$ cat config.mk
export PLATFORM = sky130hd
export DESIGN_NAME = sens_avg_filter
export DESIGN_NICKNAME = d
export VERILOG_FILES = /design/src/rtl/sens_avg_filter.sv
export SDC_FILE = /design/constraint.sdc
export NUM_CORES = 1
export LEC_CHECK = 0
export ABC_AREA = 1
export CAP_MARGIN = 30
export CORE_MARGIN = 2
export CORE_UTILIZATION = 34
export CTS_CLUSTER_DIAMETER = 150
export DETAILED_ROUTE_END_ITERATION = 8
export PLACE_DENSITY_LB_ADDON = 0.05
export SLEW_MARGIN = 15
export SYNTH_ARGS = -nofsm -noshare
export SYNTH_HDL_FRONTEND = slang
export SYNTH_SLANG_ARGS = --single-unit
export TNS_END_PERCENT = 20
$ cat constraint.sdc
create_clock -name clk_in_i -period 4.2 [get_ports clk_in_i]
set_input_delay 0.42 -clock clk_in_i [delete_from_list [all_inputs] [get_ports clk_in_i]]
set_output_delay 0.42 -clock clk_in_i [all_outputs]
set_load 0.01 [all_outputs]
$ cat src/rtl/sens_avg_filter.sv
// rtl/sens_avg_filter.sv - power-of-two moving-average filter with clk_en watchdog for the sensor slot.
// Optional outlier rejection is built when SENS_OUTLIER_REJECT_EN is defined.
module sens_avg_filter #(
  parameter int WIDTH         = 16,
  parameter int LOG2_DEPTH    = 2,
  parameter int TIMEOUT_TICKS = 19200,
  parameter int ADDR_WIDTH    = 5,
  parameter int MEM_ADDR      = 13,
  parameter int MAX_STEP      = 50
) (
  input  logic                  clk_in_i,
  input  logic                  reset_i,
  input  logic                  clk_en_i,
  input  logic [WIDTH-1:0]      sample_i,
  input  logic                  sample_valid_i,
  output logic [WIDTH-1:0]      filt_data_o,
  output logic                  filt_write_o,
  output logic [ADDR_WIDTH-1:0] filt_addr_o,
  output logic                  filt_ready_o,
  output logic                  sens_timeout_o,
  output logic                  rejected_o
);

  localparam int DEPTH = 1 << LOG2_DEPTH;
  localparam int SUM_W = WIDTH + LOG2_DEPTH;
  localparam int CNT_W = LOG2_DEPTH + 1;
  localparam int WD_W  = (TIMEOUT_TICKS > 0) ? $clog2(TIMEOUT_TICKS + 1) : 1;
  localparam logic [WD_W-1:0]  WD_MAX   = WD_W'(TIMEOUT_TICKS);
  localparam logic [CNT_W-1:0] CNT_FULL = CNT_W'(DEPTH);
  localparam logic             WD_EN    = (TIMEOUT_TICKS > 0);
`ifdef SENS_OUTLIER_REJECT_EN
  localparam logic             OUTLIER_EN = 1'b1;
`else
  localparam logic             OUTLIER_EN = 1'b0;
`endif

  localparam logic [1:0] ST_IDLE   = 2'd0;
  localparam logic [1:0] ST_UPDATE = 2'd1;
  localparam logic [1:0] ST_OUTPUT = 2'd2;

  logic [1:0]            state_q, state_d;
  logic                  sv_d1_q, sv_d2_q;
  logic [WIDTH-1:0]      sample_q, sample_d;
  logic [WIDTH-1:0]      win_q [DEPTH];
  logic [WIDTH-1:0]      win_d [DEPTH];
  logic [SUM_W-1:0]      sum_q, sum_d;
  logic [LOG2_DEPTH-1:0] ptr_q, ptr_d;
  logic [CNT_W-1:0]      count_q, count_d;
  logic [WD_W-1:0]       wd_q, wd_d;
  logic                  timeout_q, timeout_d;
  logic [WIDTH-1:0]      data_q, data_d;
  logic                  write_q, write_d;
  logic                  ready_q, ready_d;
  logic                  rej_pass_q, rej_pass_d;
  logic [1:0]            rej_cnt_q, rej_cnt_d;

  logic                  accept_c;
  logic                  wd_hit_c;
  logic                  reject_c;
  logic [WIDTH-1:0]      diff_c;

  // The strobe is registered twice so the edge detector sees a clean, synchronised level.
  assign accept_c = sv_d1_q && !sv_d2_q && (state_q == ST_IDLE);
  assign wd_hit_c = WD_EN && (wd_q == WD_MAX);

  always_comb begin
    diff_c   = (sample_q >= data_q) ? (sample_q - data_q) : (data_q - sample_q);
    reject_c = OUTLIER_EN && ready_q && (diff_c > WIDTH'(MAX_STEP)) && (rej_cnt_q != 2'd3);
  end

  always_comb begin
    state_d    = state_q;
    sample_d   = sample_q;
    win_d      = win_q;
    sum_d      = sum_q;
    ptr_d      = ptr_q;
    count_d    = count_q;
    wd_d       = wd_q;
    timeout_d  = timeout_q;
    data_d     = data_q;
    write_d    = 1'b0;
    ready_d    = ready_q;
    rej_pass_d = rej_pass_q;
    rej_cnt_d  = rej_cnt_q;

    if (WD_EN && clk_en_i && (wd_q != WD_MAX)) begin
      wd_d = wd_q + WD_W'(1);
    end
    if (wd_hit_c) begin
      timeout_d = 1'b1;
    end

    case (state_q)
      ST_IDLE: begin
        if (accept_c) begin
          sample_d  = sample_i;
          state_d   = ST_UPDATE;
          wd_d      = '0;
          timeout_d = 1'b0;
        end else if (wd_hit_c) begin
          // Stale sensor: restart the window from empty but keep the last published value.
          for (int i = 0; i < DEPTH; i++) begin
            win_d[i] = '0;
          end
          sum_d   = '0;
          ptr_d   = '0;
          count_d = '0;
          ready_d = 1'b0;
        end
      end
      ST_UPDATE: begin
        state_d = ST_OUTPUT;
        if (reject_c) begin
          rej_pass_d = 1'b1;
          rej_cnt_d  = rej_cnt_q + 2'd1;
        end else begin
          rej_pass_d   = 1'b0;
          rej_cnt_d    = 2'd0;
          sum_d        = sum_q + SUM_W'(sample_q) - SUM_W'(win_q[ptr_q]);
          win_d[ptr_q] = sample_q;
          ptr_d        = ptr_q + 1'b1;
          if (count_q != CNT_FULL) begin
            count_d = count_q + CNT_W'(1);
          end
        end
      end
      ST_OUTPUT: begin
        state_d = ST_IDLE;
        if ((count_q == CNT_FULL) && !rej_pass_q) begin
          data_d  = WIDTH'(sum_q >> LOG2_DEPTH);
          write_d = 1'b1;
          ready_d = 1'b1;
        end
      end
      default: state_d = ST_IDLE;
    endcase
  end

  always_ff @(posedge clk_in_i or posedge reset_i) begin
    if (reset_i) begin
      state_q    <= ST_IDLE;
      sv_d1_q    <= 1'b0;
      sv_d2_q    <= 1'b0;
      sample_q   <= '0;
      for (int i = 0; i < DEPTH; i++) begin
        win_q[i] <= '0;
      end
      sum_q      <= '0;
      ptr_q      <= '0;
      count_q    <= '0;
      wd_q       <= '0;
      timeout_q  <= 1'b0;
      data_q     <= '0;
      write_q    <= 1'b0;
      ready_q    <= 1'b0;
      rej_pass_q <= 1'b0;
      rej_cnt_q  <= 2'd0;
    end else begin
      state_q    <= state_d;
      sv_d1_q    <= sample_valid_i;
      sv_d2_q    <= sv_d1_q;
      sample_q   <= sample_d;
      win_q      <= win_d;
      sum_q      <= sum_d;
      ptr_q      <= ptr_d;
      count_q    <= count_d;
      wd_q       <= wd_d;
      timeout_q  <= timeout_d;
      data_q     <= data_d;
      write_q    <= write_d;
      ready_q    <= ready_d;
      rej_pass_q <= rej_pass_d;
      rej_cnt_q  <= rej_cnt_d;
    end
  end

  assign filt_data_o    = data_q;
  assign filt_write_o   = write_q;
  assign filt_addr_o    = ADDR_WIDTH'(MEM_ADDR);
  assign filt_ready_o   = ready_q;
  assign sens_timeout_o = timeout_q;
  assign rejected_o     = (state_q == ST_UPDATE) && reject_c;

endmodule
* Word-level counts from Yosys, hierarchy flattened
Cells that the tools add are included.
** Operators by class
- $add $sub $neg :: 5
- Order comparisons :: 2
- Equal/unequal tests :: 11
- Mux-type cells :: 33
- Bitwise operators :: 1
- Reductions and logical operators :: 13
** Operators by type and width (number)
- $mux W64 :: 2
- $pmux W64 S2 :: 1
- $bwmux W64 :: 1
- $mux W16 :: 3
- $mux W15 :: 3
- $mux W18 :: 2
- $pmux W18 S2 :: 1
- $bmux W16 S2 :: 1
- $demux W16 S2 :: 1
- $add A18 B16 Y18 :: 1
- $sub A18 B16 Y18 :: 1
- $add A15 B1 Y15 const B :: 1
- $eq A15 B15 Y1 const B :: 1
- $ne A15 B15 Y1 const B :: 1
- $ne A2 B2 Y1 const B :: 5
- $mux W3 :: 3
- $mux W1 :: 8
- $pmux W2 S2 :: 2
- $reduce_and A4 Y1 :: 2
- $mux W2 :: 3
- $pmux W3 S2 :: 1
- $logic_and A1 B1 Y1 :: 4
- $reduce_and A2 Y1 :: 2
- $reduce_bool A2 Y1 :: 2
- 13 further kinds :: 13
** Storage, ports and cells
- Register bits :: 141
- Output and inout port bits :: 25
- Word-level logic and storage cells :: 81

* Logic depth before layout (Yosys ltp)
- Word-level depth :: 7
- Gate-level depth with buffers :: 18
- Gate-level depth less buffers :: 17

* Worst setup path before layout
OpenSTA, ideal clock, no wires.
- Kind :: reg-to-reg
- From :: register ptr_q[0]
- To :: register sum_q[15]
- Setup time :: 0.118 ns
- Arrival time :: 2.556 ns
- Setup slack :: 1.526 ns
- Cell stages (with the launch flop) :: 16
- Path buffers :: 1
- Clock period less this slack :: 2.674 ns
- Cells stage by stage :: dfrtp_1 inv_1 buf_1 nor2_1 o22ai_1 fa_1 inv_1 ha_1 nand2_1 inv_1 a21oi_1 nor2_1 nor2_1 nand3_1 nand3_1 nand2_1
** Between the ends
- Cells in the longest elaborated chain, start to end :: 6
** Ends and longest elaborated chain
- start, declared :: RTL line 47 : logic [LOG2_DEPTH-1:0] ptr_q, ptr_d;
- start signal, assigned :: RTL line 165 : ptr_q <= ptr_d;
- $not A2 Y3 (implied by the code) :: RTL line 119 : sum_d = sum_q + SUM_W'(sample_q) - SUM_W'(win_q[ptr_q]);
- $bmux W16 S2 :: RTL line 119
- $mux W16 (implied by the code) (2 in a row) :: RTL line 119
- $sub A18 B16 Y18 :: RTL line 119
- $pmux W18 S2 :: RTL line 93 : case (state_q)
- end signal, assigned :: RTL line 164 : sum_q <= sum_d;
- end, declared :: RTL line 46 : logic [SUM_W-1:0] sum_q, sum_d;
No other way between the ends. The select of a mux whose other input is x is not followed.
A chain may end at the register's enable or synchronous reset.

* Final worst setup path
- From :: register ptr_q[0]
- To :: register sum_q[14]
Same word-level chain as after synthesis.

==> impl_metrics.tcl <==
set metrics [dict create \
    path_max_fanout 15 \
    synth_edf_count 0 \
    clock-sinks 141 \
    viasPerCell 4.69 \
    die_h_um 156 \
    start_util 0.345 \
    worstSkewPairLatency_ps 430 \
    diodes 0 \
    grt_overflow 0 \
    netlist_area_um2 7820 \
    dpl.hpwl_um 14400 \
    worstRegToRegCells 16 \
    max_freq_mhz 316 \
    syn_inst 989 \
    rsz0062_at_grt "false" \
    clock_skew_ps 12.3 \
    crit_arrival_ps 3470 \
    fillers 2327 \
    p_leak_nw 4.56 \
    fin_crit_ps 3160 \
    ant_nets 0 \
    final.setup.tns_ps 0 \
    grt_max_degree 87 \
    crit_type "reg2reg" \
    grt.total_usage 0.183 \
    wire_per_inst_um 15.8 \
    cts-root-buf "clkbuf_16" \
    place.gp.congestion 0.801 \
    numCtsBuffers 17 \
    nNetsFinal 1084 \
    rows 55 \
    port_buffers 38 \
    grt_pass1_vias 6273 \
    finalInstanceArea_um2 9080 \
    maxCapViolations 0 \
    vias 6186 \
    clock_path_buffers 2 \
    cp-start-kind "flop" \
    drc_errors 0 \
    hp-class "in2async" \
    grt_pass1_wl_um 34200 \
    outcome "complete, no violations" \
    yosysSeqAreaShare 0.451 \
    ir_drop_mv 0.360 \
    cts_resized 0 \
    routed_wl_um 20900 \
    setup_viol 0 \
    dieArea_um2 24200 \
    postSynth.asyncResetShare 1.00 \
    fin_crit_sh 0.754 \
    cts_max_level 4 \
    cp.required_ps 4500 \
    core_um2 22600 \
    placed_cell_area_um2 8450 \
    synth_seq_cells 141 \
    post-cts-setup-buffers 0 \
    tightestPinTransition_ps 867 \
    slew_headroom 0.421 \
    r2r_start "ptr_q[0]$_DFFE_PP0P_" \
    yosys_warnings 0 \
    clk_pin_slew_ps 60 \
    finalHoldViolations 0 \
    area_growth_syn_to_layout_pct 16.2 \
    cts_hold_buffers 0 \
    startpoint "ptr_q[0]$_DFFE_PP0P_" \
    syn_avg_cell_area_um2 7.91 \
    synth-main-ff-cell "dfrtp_1" \
    first_iter_violations 416 \
    die_width_um 156 \
    pin_count 45 \
    finalPower_mw 7.75 \
    synth_cell_types 37 \
    p_per_area_nw_per_um2 853 \
    end_kind "flop" \
    drv_slew 0 \
    antenna_found_initial 0 \
    drive_above_1_share 0.0773 \
    cts_tree "built" \
    first_pass_iters 7 \
]
## area by class of cell
cell class                 count  area, um^2  area share
multi-input combinational    702        3690       0.406
sequential                   141        3530       0.388
timing repair buffer          47         475      0.0523
clock buffer                  19         443      0.0488
inverter                     113         430      0.0474
tap                          285         357      0.0393
clock inverter                13         165      0.0182
## layer usage
| layer | track usage | part of all wire | vias up |
|---|---|---|---|
| li1 | - | - | 3182 |
| met1 | 0.263 | 0.52 | 2892 |
| met2 | 0.290 | 0.45 | 99 |
| met3 | 0.0278 | 0.025 | 13 |
| met4 | 0.0454 | 0.0093 | 0 |
| met5 | 0 | 0 | - |
## layout by cell type, fill, tap and decap left out, types with 2 or more instances in the layout
| master | synthesis | final |
|---|---|---|
| bufinv_16 | 0 | 3 |
| nand3b_1 | 5 | 5 |
| buf_8 | 0 | 2 |
| nor2_1 | 90 | 90 |
| o21ai_4 | 4 | 4 |
| nand2_1 | 304 | 304 |
| inv_2 | 3 | 3 |
| nor3_1 | 4 | 4 |
| ha_1 | 26 | 26 |
| nand4_1 | 6 | 6 |
| clkdlybuf4s50_1 | 0 | 38 |
| inv_1 | 108 | 107 |
| clkinvlp_4 | 0 | 5 |
| a21oi_1 | 18 | 18 |
| clkbuf_16 | 0 | 17 |
| buf_4 | 6 | 6 |
| clkinv_4 | 0 | 3 |
| o22ai_1 | 19 | 19 |
| nor2_2 | 4 | 4 |
| xor2_1 | 8 | 8 |
| nand2_2 | 22 | 22 |
| o21ai_0 | 94 | 94 |
| xnor2_1 | 9 | 9 |
| fa_1 | 16 | 16 |
| nand3_1 | 57 | 57 |
| clkinv_2 | 0 | 2 |
| conb_1 | 2 | 6 |
| dfrtp_1 | 141 | 141 |
## worst paths after layout
| path | to | slack (ps) |
|---|---|---|
| setup / recovery | sum_q[14]$_DFFE_PP0P_ | 1040 |
| hold / removal | wd_q[8]$_DFF_PP0_ | 370 |
| setup reg to reg | sum_q[14]$_DFFE_PP0P_ | 1040 |
| hold reg to reg | sv_d2_q$_DFF_PP0_ | 390 |
| max in group asynchronous | win_q[36]$_DFFE_PP0P_ | 2990 |
| min in group clk_in_i | sv_d2_q$_DFF_PP0_ | 390 |
## cells by family after synthesis
kind of cell | count (synthesis) | share of synthesized area
AO/OA/AOI/OAI | 138 | 0.0981
XOR/XNOR | 17 | 0.0190
adder cells (fa/ha/maj) | 42 | 0.0825
buffers and inverters | 150 | 0.0795
flip-flops | 141 | 0.451
other | 2 | 0.000960
AND/OR/NAND/NOR | 499 | 0.269
## cells in the mapped netlist, types with 8 or more instances
library cell,instances,share of area
a21oi_1,18,0.012
clkbuf_1,22,0.011
inv_1,108,0.052
xnor2_1,9,0.010
o22ai_1,19,0.015
fa_1,16,0.041
ha_1,26,0.042
nor2_1,90,0.043
dfrtp_1,141,0.45
nand2_2,22,0.018
nand2_1,304,0.15
xor2_1,8,0.0090
o21ai_0,94,0.060
nand3_1,57,0.036
## worst max-delay path, cell delays in order (launching register included)
cell,delay (ps)
dfrtp_1,370
inv_1,360
buf_4,240
o21ai_0,100
o22ai_1,320
fa_1,480
inv_1,110
fa_1,220
nand3_1,90
nand2_1,130
nand3_1,90
nand2_1,160
nand2_1,110
nand2_1,80
nand2_1,40
nand3_1,70
nand2_1,60
## registers in the layout, indices dropped and copies added (netlist names)
name and count:
count_q 3, sv_d2_q 1, state_q 2, sens_timeout_o 1, win_q 64, sample_q 16, ptr_q 2, filt_ready_o 1
filt_data_o 16, filt_write_o 1, sv_d1_q 1, wd_q 15, sum_q 18
## power breakdown
group,internal (mW),switching (mW)
clock,0.952,0.624
combinational,1.53,2.63
sequential,1.74,0.271
total,4.22,3.52
## through the flow
stage	cells	hold slack, ps	util	setup WS [ps]
2_1_floorplan	993	354	-	1530
3_3_place_gp	1286	363	0.373	1070
3_5_place_dp	1286	375	0.373	1060
4_1_cts	1318	376	0.400	1040
5_1_grt	1320	399	0.401	658
6_report	1320	369	0.401	1040
(Power assumes the default switching activity.)
